<file path="src/rtl/mem_resp_pkg.sv">
// mem_resp_pkg: shared state encoding, counter width and address check for mem_responder
package mem_resp_pkg;
  localparam logic [1:0] IDLE = 2'd0;
  localparam logic [1:0] WAIT = 2'd1;
  localparam logic [1:0] DONE = 2'd2;
  localparam int LAT_W = 4;
  localparam int DEF_DEPTH_WORDS = 64;
  function automatic logic adr_bad(input logic [31:0] adr, input int depth);
    return adr[1:0] != 2'b00 || adr >= 32'(4 * depth);
  endfunction
endpackage

</file>
<file path="src/rtl/mem_responder_if.sv">
// mem_responder_if: CPU-to-memory request/response bus, MemErr present only with MEM_RESP_ERR_EN
interface mem_responder_if;
  logic        MemReq;
  logic        MemW;
  logic [31:0] Adr;
  logic [31:0] WriteData;
  logic [31:0] ReadData;
  logic        MemReady;
`ifdef MEM_RESP_ERR_EN
  logic        MemErr;
  modport master(output MemReq, MemW, Adr, WriteData, input ReadData, MemReady, MemErr);
  modport slave(input MemReq, MemW, Adr, WriteData, output ReadData, MemReady, MemErr);
`else
  modport master(output MemReq, MemW, Adr, WriteData, input ReadData, MemReady);
  modport slave(input MemReq, MemW, Adr, WriteData, output ReadData, MemReady);
`endif
endinterface

</file>
<file path="src/rtl/mem_array.sv">
// mem_array: synchronous-write, synchronous-read word RAM
module mem_array
  import mem_resp_pkg::*;
#(
  parameter int DEPTH_WORDS = DEF_DEPTH_WORDS,
  localparam int IW = $clog2(DEPTH_WORDS)
) (
  input  logic          clk,
  input  logic          we,
  input  logic [IW-1:0] index,
  input  logic [31:0]   wdata,
  output logic [31:0]   rdata
);
  logic [31:0] mem [DEPTH_WORDS];
  always_ff @(posedge clk) begin
    if (we) mem[index] <= wdata;
    rdata <= mem[index];
  end
endmodule

</file>
<file path="src/rtl/mem_responder.sv">
// mem_responder: wait-state memory responder with MemReady handshake, optional MemErr via MEM_RESP_ERR_EN
module mem_responder
  import mem_resp_pkg::*;
#(
  parameter int DEPTH_WORDS = DEF_DEPTH_WORDS,
  parameter int LATENCY = 2
) (
  input logic           clk,
  input logic           reset,
  mem_responder_if.slave bus
);
  localparam int IW = $clog2(DEPTH_WORDS);
  logic [1:0]       state;
  logic [LAT_W-1:0] cnt;
  logic [IW-1:0]    idx_q, idx;
  logic             wr_q, wr, err_q, err, accept, commit, done;
  logic [31:0]      wdata_q, arr_rdata, rd_q, rd_now;
  assign accept = state == IDLE && bus.MemReq;
  // the edge entering DONE is the commit point; with zero latency that is the accept edge itself
  assign commit = (accept && LATENCY == 0) || (state == WAIT && cnt == LAT_W'(1));
  assign idx = accept ? bus.Adr[IW+1:2] : idx_q;
  assign wr = accept ? bus.MemW : wr_q;
`ifdef MEM_RESP_ERR_EN
  assign err = accept ? adr_bad(bus.Adr, DEPTH_WORDS) : err_q;
  assign bus.MemErr = done && err_q;
`else
  assign err = 1'b0;
`endif
  assign done = state == DONE;
  assign bus.MemReady = done;
  assign rd_now = err_q ? '0 : arr_rdata;
  assign bus.ReadData = done && !wr_q ? rd_now : rd_q;
  mem_array #(.DEPTH_WORDS(DEPTH_WORDS)) u_array (
    .clk  (clk),
    .we   (commit && wr && !err),
    .index(idx),
    .wdata(accept ? bus.WriteData : wdata_q),
    .rdata(arr_rdata)
  );
  always_ff @(posedge clk or negedge reset) begin
    if (!reset) begin
      state   <= IDLE;
      cnt     <= '0;
      idx_q   <= '0;
      wr_q    <= 1'b0;
      err_q   <= 1'b0;
      wdata_q <= '0;
      rd_q    <= '0;
    end else begin
      if (accept) begin
        idx_q   <= idx;
        wr_q    <= wr;
        err_q   <= err;
        wdata_q <= bus.WriteData;
        cnt     <= LAT_W'(LATENCY);
      end else if (state == WAIT) cnt <= cnt - LAT_W'(1);
      if (done && !wr_q) rd_q <= rd_now;
      state <= commit ? DONE : accept ? WAIT : done ? IDLE : state;
    end
  end
endmodule

</file>
<file path="src/flat_wrapper.sv">
// flat-port wrapper written by rule: the top's interface ports become plain ports
module mem_responder_flat import mem_resp_pkg::*;
#(
  parameter int DEPTH_WORDS = DEF_DEPTH_WORDS,
  parameter int LATENCY = 2
)
  (clk, reset, bus_MemReq, bus_MemW, bus_Adr, bus_WriteData, bus_ReadData, bus_MemReady);
  mem_responder_if bus_i ();
  input logic clk;
  input logic reset;
  input wire logic [$bits(bus_i.MemReq)-1:0] bus_MemReq;
  input wire logic [$bits(bus_i.MemW)-1:0] bus_MemW;
  input wire logic [$bits(bus_i.Adr)-1:0] bus_Adr;
  input wire logic [$bits(bus_i.WriteData)-1:0] bus_WriteData;
  output wire logic [$bits(bus_i.ReadData)-1:0] bus_ReadData;
  output wire logic [$bits(bus_i.MemReady)-1:0] bus_MemReady;
  assign bus_i.MemReq = bus_MemReq;
  assign bus_i.MemW = bus_MemW;
  assign bus_i.Adr = bus_Adr;
  assign bus_i.WriteData = bus_WriteData;
  assign bus_ReadData = bus_i.ReadData;
  assign bus_MemReady = bus_i.MemReady;
  mem_responder #(.DEPTH_WORDS(DEPTH_WORDS), .LATENCY(LATENCY)) u_core (.clk(clk), .reset(reset), .bus(bus_i));
endmodule
</file>
<file path="config.mk">
export PLATFORM = sky130hd
export DESIGN_NAME = mem_responder_flat
export DESIGN_NICKNAME = d
export VERILOG_FILES = /design/src/rtl/mem_resp_pkg.sv /design/src/rtl/mem_responder_if.sv /design/src/rtl/mem_array.sv /design/src/rtl/mem_responder.sv /design/src/flat_wrapper.sv
export SDC_FILE = /design/constraint.sdc
export NUM_CORES = 2
export LEC_CHECK = 0
export CORE_MARGIN = 2
export CORE_UTILIZATION = 55
export CTS_BUF_LIST = sky130_fd_sc_hd__clkbuf_2 sky130_fd_sc_hd__clkbuf_4 sky130_fd_sc_hd__clkbuf_8
export CTS_CLUSTER_SIZE = 28
export DETAILED_ROUTE_END_ITERATION = 10
export GPL_ROUTABILITY_DRIVEN = 1
export PLACE_DENSITY = 0.73
export SYNTH_ARGS = -nofsm -noshare
export SYNTH_HDL_FRONTEND = slang
export SYNTH_SLANG_ARGS = --single-unit
</file>
<file path="constraint.sdc">
create_clock -name clk -period 7.03 [get_ports clk]
set_input_delay 0.703 -clock clk [delete_from_list [all_inputs] [get_ports clk]]
set_output_delay 0.703 -clock clk [all_outputs]
set_load 0.005 [all_outputs]
</file>
==> flow_metrics.py <==
metrics = {
    "drt": {
        "drt_wl_total_um": 204000,
        "dr.pass1.iters": 8,
        "viasPerCell": 6.46,
        "vias": 45700,
        "drc": 0,
        "drt_iter0_markers": 6904,
        "wl_per_cell_um": 28.8,
        "route.antenna.remaining_nets": 0,
    },
    "clock_tree": {
        "cts_max_level": 5,
        "clock_latency_ps": 1020,
        "cts_tree": "built",
        "cts.sinks": 2157,
        "path_clk_slew_ps": 60,
        "post_cts_buffers": 0,
        "clock_tree.root_cell": "clkbuf_8",
        "cts_resized": 0,
        "cts_buffer_depth": 4,
        "cts_hold_buffers": 1,
        "numCtsBuffers": 331,
    },
    "pwr": {
        "power_mw": 38.0,
        "leakage_nw": 29.4,
        "cellPowerDensity_mw_per_mm2": 423,
        "peakVddDrop_mv": 0.764,
    },
    "job": {
        "max-cap-violations": 0,
    },
    "logic_synthesis": {
        "synthDistinctLibCells": 53,
        "syn_inst": 4640,
        "yosysTopAreaCellShare_pct": 77.5,
        "ys_warn_count": 0,
        "yosys.area.top_type": "edfxtp_1",
        "synth_enable_flop_cells": 2048,
        "synth_seq_area_share_pct": 80.7,
        "synth_nets": 4710,
        "yosys_most_used_dff": "edfxtp_1",
        "syn_avg_cell_area_um2": 17.1,
        "synth_area_leaders": "edfxtp_1, a22oi_1, dfrtp_1",
        "ys_async_sr_fraction_pct": 3.57,
        "synth_area_mm2": 0.0793,
        "ys_ff_latch": 2157,
    },
    "critical_path": {
        "endpoint_kind": "register",
        "r2r_end": "u_core.u_array.rdata[21]",
        "critPathMaxFanout": 28,
        "ff2ff_path_depth": 9,
        "required_ps": 7910,
        "crit_type": "register to register",
        "rrSetupSlack_ps": 2350,
        "start_kind": "register",
        "worstPathArrival_ps": 5560,
        "r2r_start": "u_core.state[0]",
    },
    "timing": {
        "rsz0062_at_grt": "no",
        "fin_skew_ps": 63.5,
        "finalSetupTns_ps": 0,
        "fin_crit_sh_pct": 66.6,
        "drv_slew": 0,
        "hold_viol_final": 0,
        "max_slew.worst_pin.slew_ps": 1350,
        "setup_viol": 0,
        "min_period_ps": 4680,
        "setup_ws_ps": 2350,
        "hold_ws_ps": 123,
        "max_freq_mhz": 214,
        "slew-limit-headroom_pct": 9.73,
    },
    "global_routing": {
        "grt_use_total_pct": 27.6,
        "antenna_found_initial": 18,
        "grt_pass1_vias": 44200,
        "grt_pass1_wl_um": 297000,
        "grt_max_degree": 131,
        "grt.overflow.total": 0,
    },
    "floorplanning": {
        "fp-row-count": 139,
        "fp.dieH_um": 384,
        "die_x_um": 384,
        "start_util_pct": 55.3,
        "die_area_mm2": 0.147,
        "core_mm2": 0.143,
        "io_pins": 101,
    },
    "finish": {
        "fill_cells": 9758,
        "areaGrowthSynthToFinish_pct": 13.3,
        "drive_gt1_share_pct": 17.0,
        "layout.nets": 5009,
    },
    "placement": {
        "dpl.hpwl_um": 112000,
        "gp_congestion": 0.835,
        "pre_cts_slack_ps": 1720,
        "io_buffers": 74,
    },
    "min_path": {
        "hold_class": "input port to async pin",
    },
    "status": {
        "outcome": "finished clean",
    },
}
==> layer usage <==
layer	GRT usage, %	up-vias	routed length (µm)
met5	0	-	82
met2	43.0	3092	96200
met3	6.71	353	25300
met4	8.40	12	5090
met1	38.9	23000	77700
li1	-	19300	-
==> worst max-delay path, cell delays in order, from the launching register on <==
cell and delay, ps:
dfrtp_1 480, nor3b_2 820, buf_4 370, nor3_1 120, a21oi_4 860, buf_4 500, a21oi_1 80, o21ai_0 640
nand2_1 120, or4_1 540
==> registers in the layout, summed over array words and instances (netlist names) <==
signal	cells
u_core.rd_q	32
u_core.wr_q	1
u_core.cnt	4
u_core.idx_q	6
u_core.u_array.mem	2048
u_core.state	2
u_core.u_array.rdata	32
u_core.wdata_q	32
==> placed cells by master (no fill, tap or decap), drive strengths merged, types with 3 or more instances in the layout <==
| cell | count |
|---|---|
| a31oi | 19 |
| buf | 172 |
| o211ai | 77 |
| clkdlybuf4s50 | 73 |
| or4 | 19 |
| edfxtp | 2048 |
| dfrtp | 77 |
| a221o | 3 |
| nor2 | 78 |
| nand4 | 11 |
| nor3b | 8 |
| nand4b | 3 |
| o21ai | 149 |
| clkbuf | 492 |
| nand2 | 499 |
| a222oi | 4 |
| nor3 | 22 |
| o2111ai | 26 |
| a22o | 106 |
| a21o | 3 |
| a21oi | 163 |
| a221oi | 92 |
| mux2i | 131 |
| nand3 | 129 |
| clkinvlp | 8 |
| mux2 | 53 |
| inv | 12 |
| dfxtp | 32 |
| a22oi | 565 |
| o221ai | 9 |
| clkinv | 74 |
| nand3b | 6 |
==> power breakdown <==
group	internal (mW)	switching (mW)
Sequential	16.6	0.187
Clock	5.42	4.55
Combinational	2.99	8.29
==> synth_stat cells (all sizes together), types with 2 or more instances <==
cell / number
edfxtp: 2048
a22oi: 565
nand2: 499
a21oi: 163
buf: 150
o21ai: 149
mux2i: 131
clkbuf: 130
nand3: 129
a22o: 106
a221oi: 92
nor2: 78
dfrtp: 77
o211ai: 77
mux2: 53
dfxtp: 32
o2111ai: 26
nor3: 22
a31oi: 19
or4: 19
inv: 12
nand4: 11
o221ai: 9
nor3b: 8
nand3b: 6
a222oi: 4
a21o: 3
a221o: 3
nand4b: 3
and4: 2
ha: 2
nor2b: 2
nor4: 2
==> through the flow <==
stage | instance area [µm²] | utilization (%) | std cells
after floorplan | 79300 | - | 4640
after global placement | 83500 | 58.2 | 6508
after detailed placement | 83500 | 58.2 | 6508
after CTS | 89900 | 62.6 | 7084
after global routing | 89900 | 62.6 | 7085
final | 89900 | 62.6 | 7086
==> area by class of cell <==
type	count	area, µm²	area share (%)
repair buffers	246	2310	2.57
clock buffers	492	5950	6.61
flip-flops and latches	2157	64100	71.3
well taps	1903	2380	2.65
multi-input cells	2191	14700	16.4
clock inverters	83	402	0.447
inverters	12	50.0	0.0557
diodes	2	5.00	0.00557
==> cells by family (layout without fill, tap and decap cells) <==
| family | after synthesis | after routing | synth area share [%] |
|---|---|---|---|
| flip-flops | 2157 | 2157 | 80.7 |
| AO/OA/AOI/OAI | 1220 | 1220 | 10.9 |
| AND/OR/NAND/NOR | 785 | 785 | 4.22 |
| buffers and inverters | 292 | 833 | 1.61 |
| multiplexers | 184 | 184 | 2.44 |
| adder cells (fa/ha/maj) | 2 | 2 | 0.0315 |
| other | 0 | 2 | 0 |
==> worst max-delay path by stage <==
stage                               start                        end
after floorplan                bus_MemReq  u_core.u_array.mem[10][0]
after global placement         bus_MemReq   u_core.u_array.rdata[19]
after detailed placement       bus_MemReq   u_core.u_array.rdata[19]
after CTS                 u_core.state[0]   u_core.u_array.rdata[19]
after global routing      u_core.state[0]   u_core.u_array.rdata[21]
final                     u_core.state[0]   u_core.u_array.rdata[21]
(Power assumes the default switching activity.)
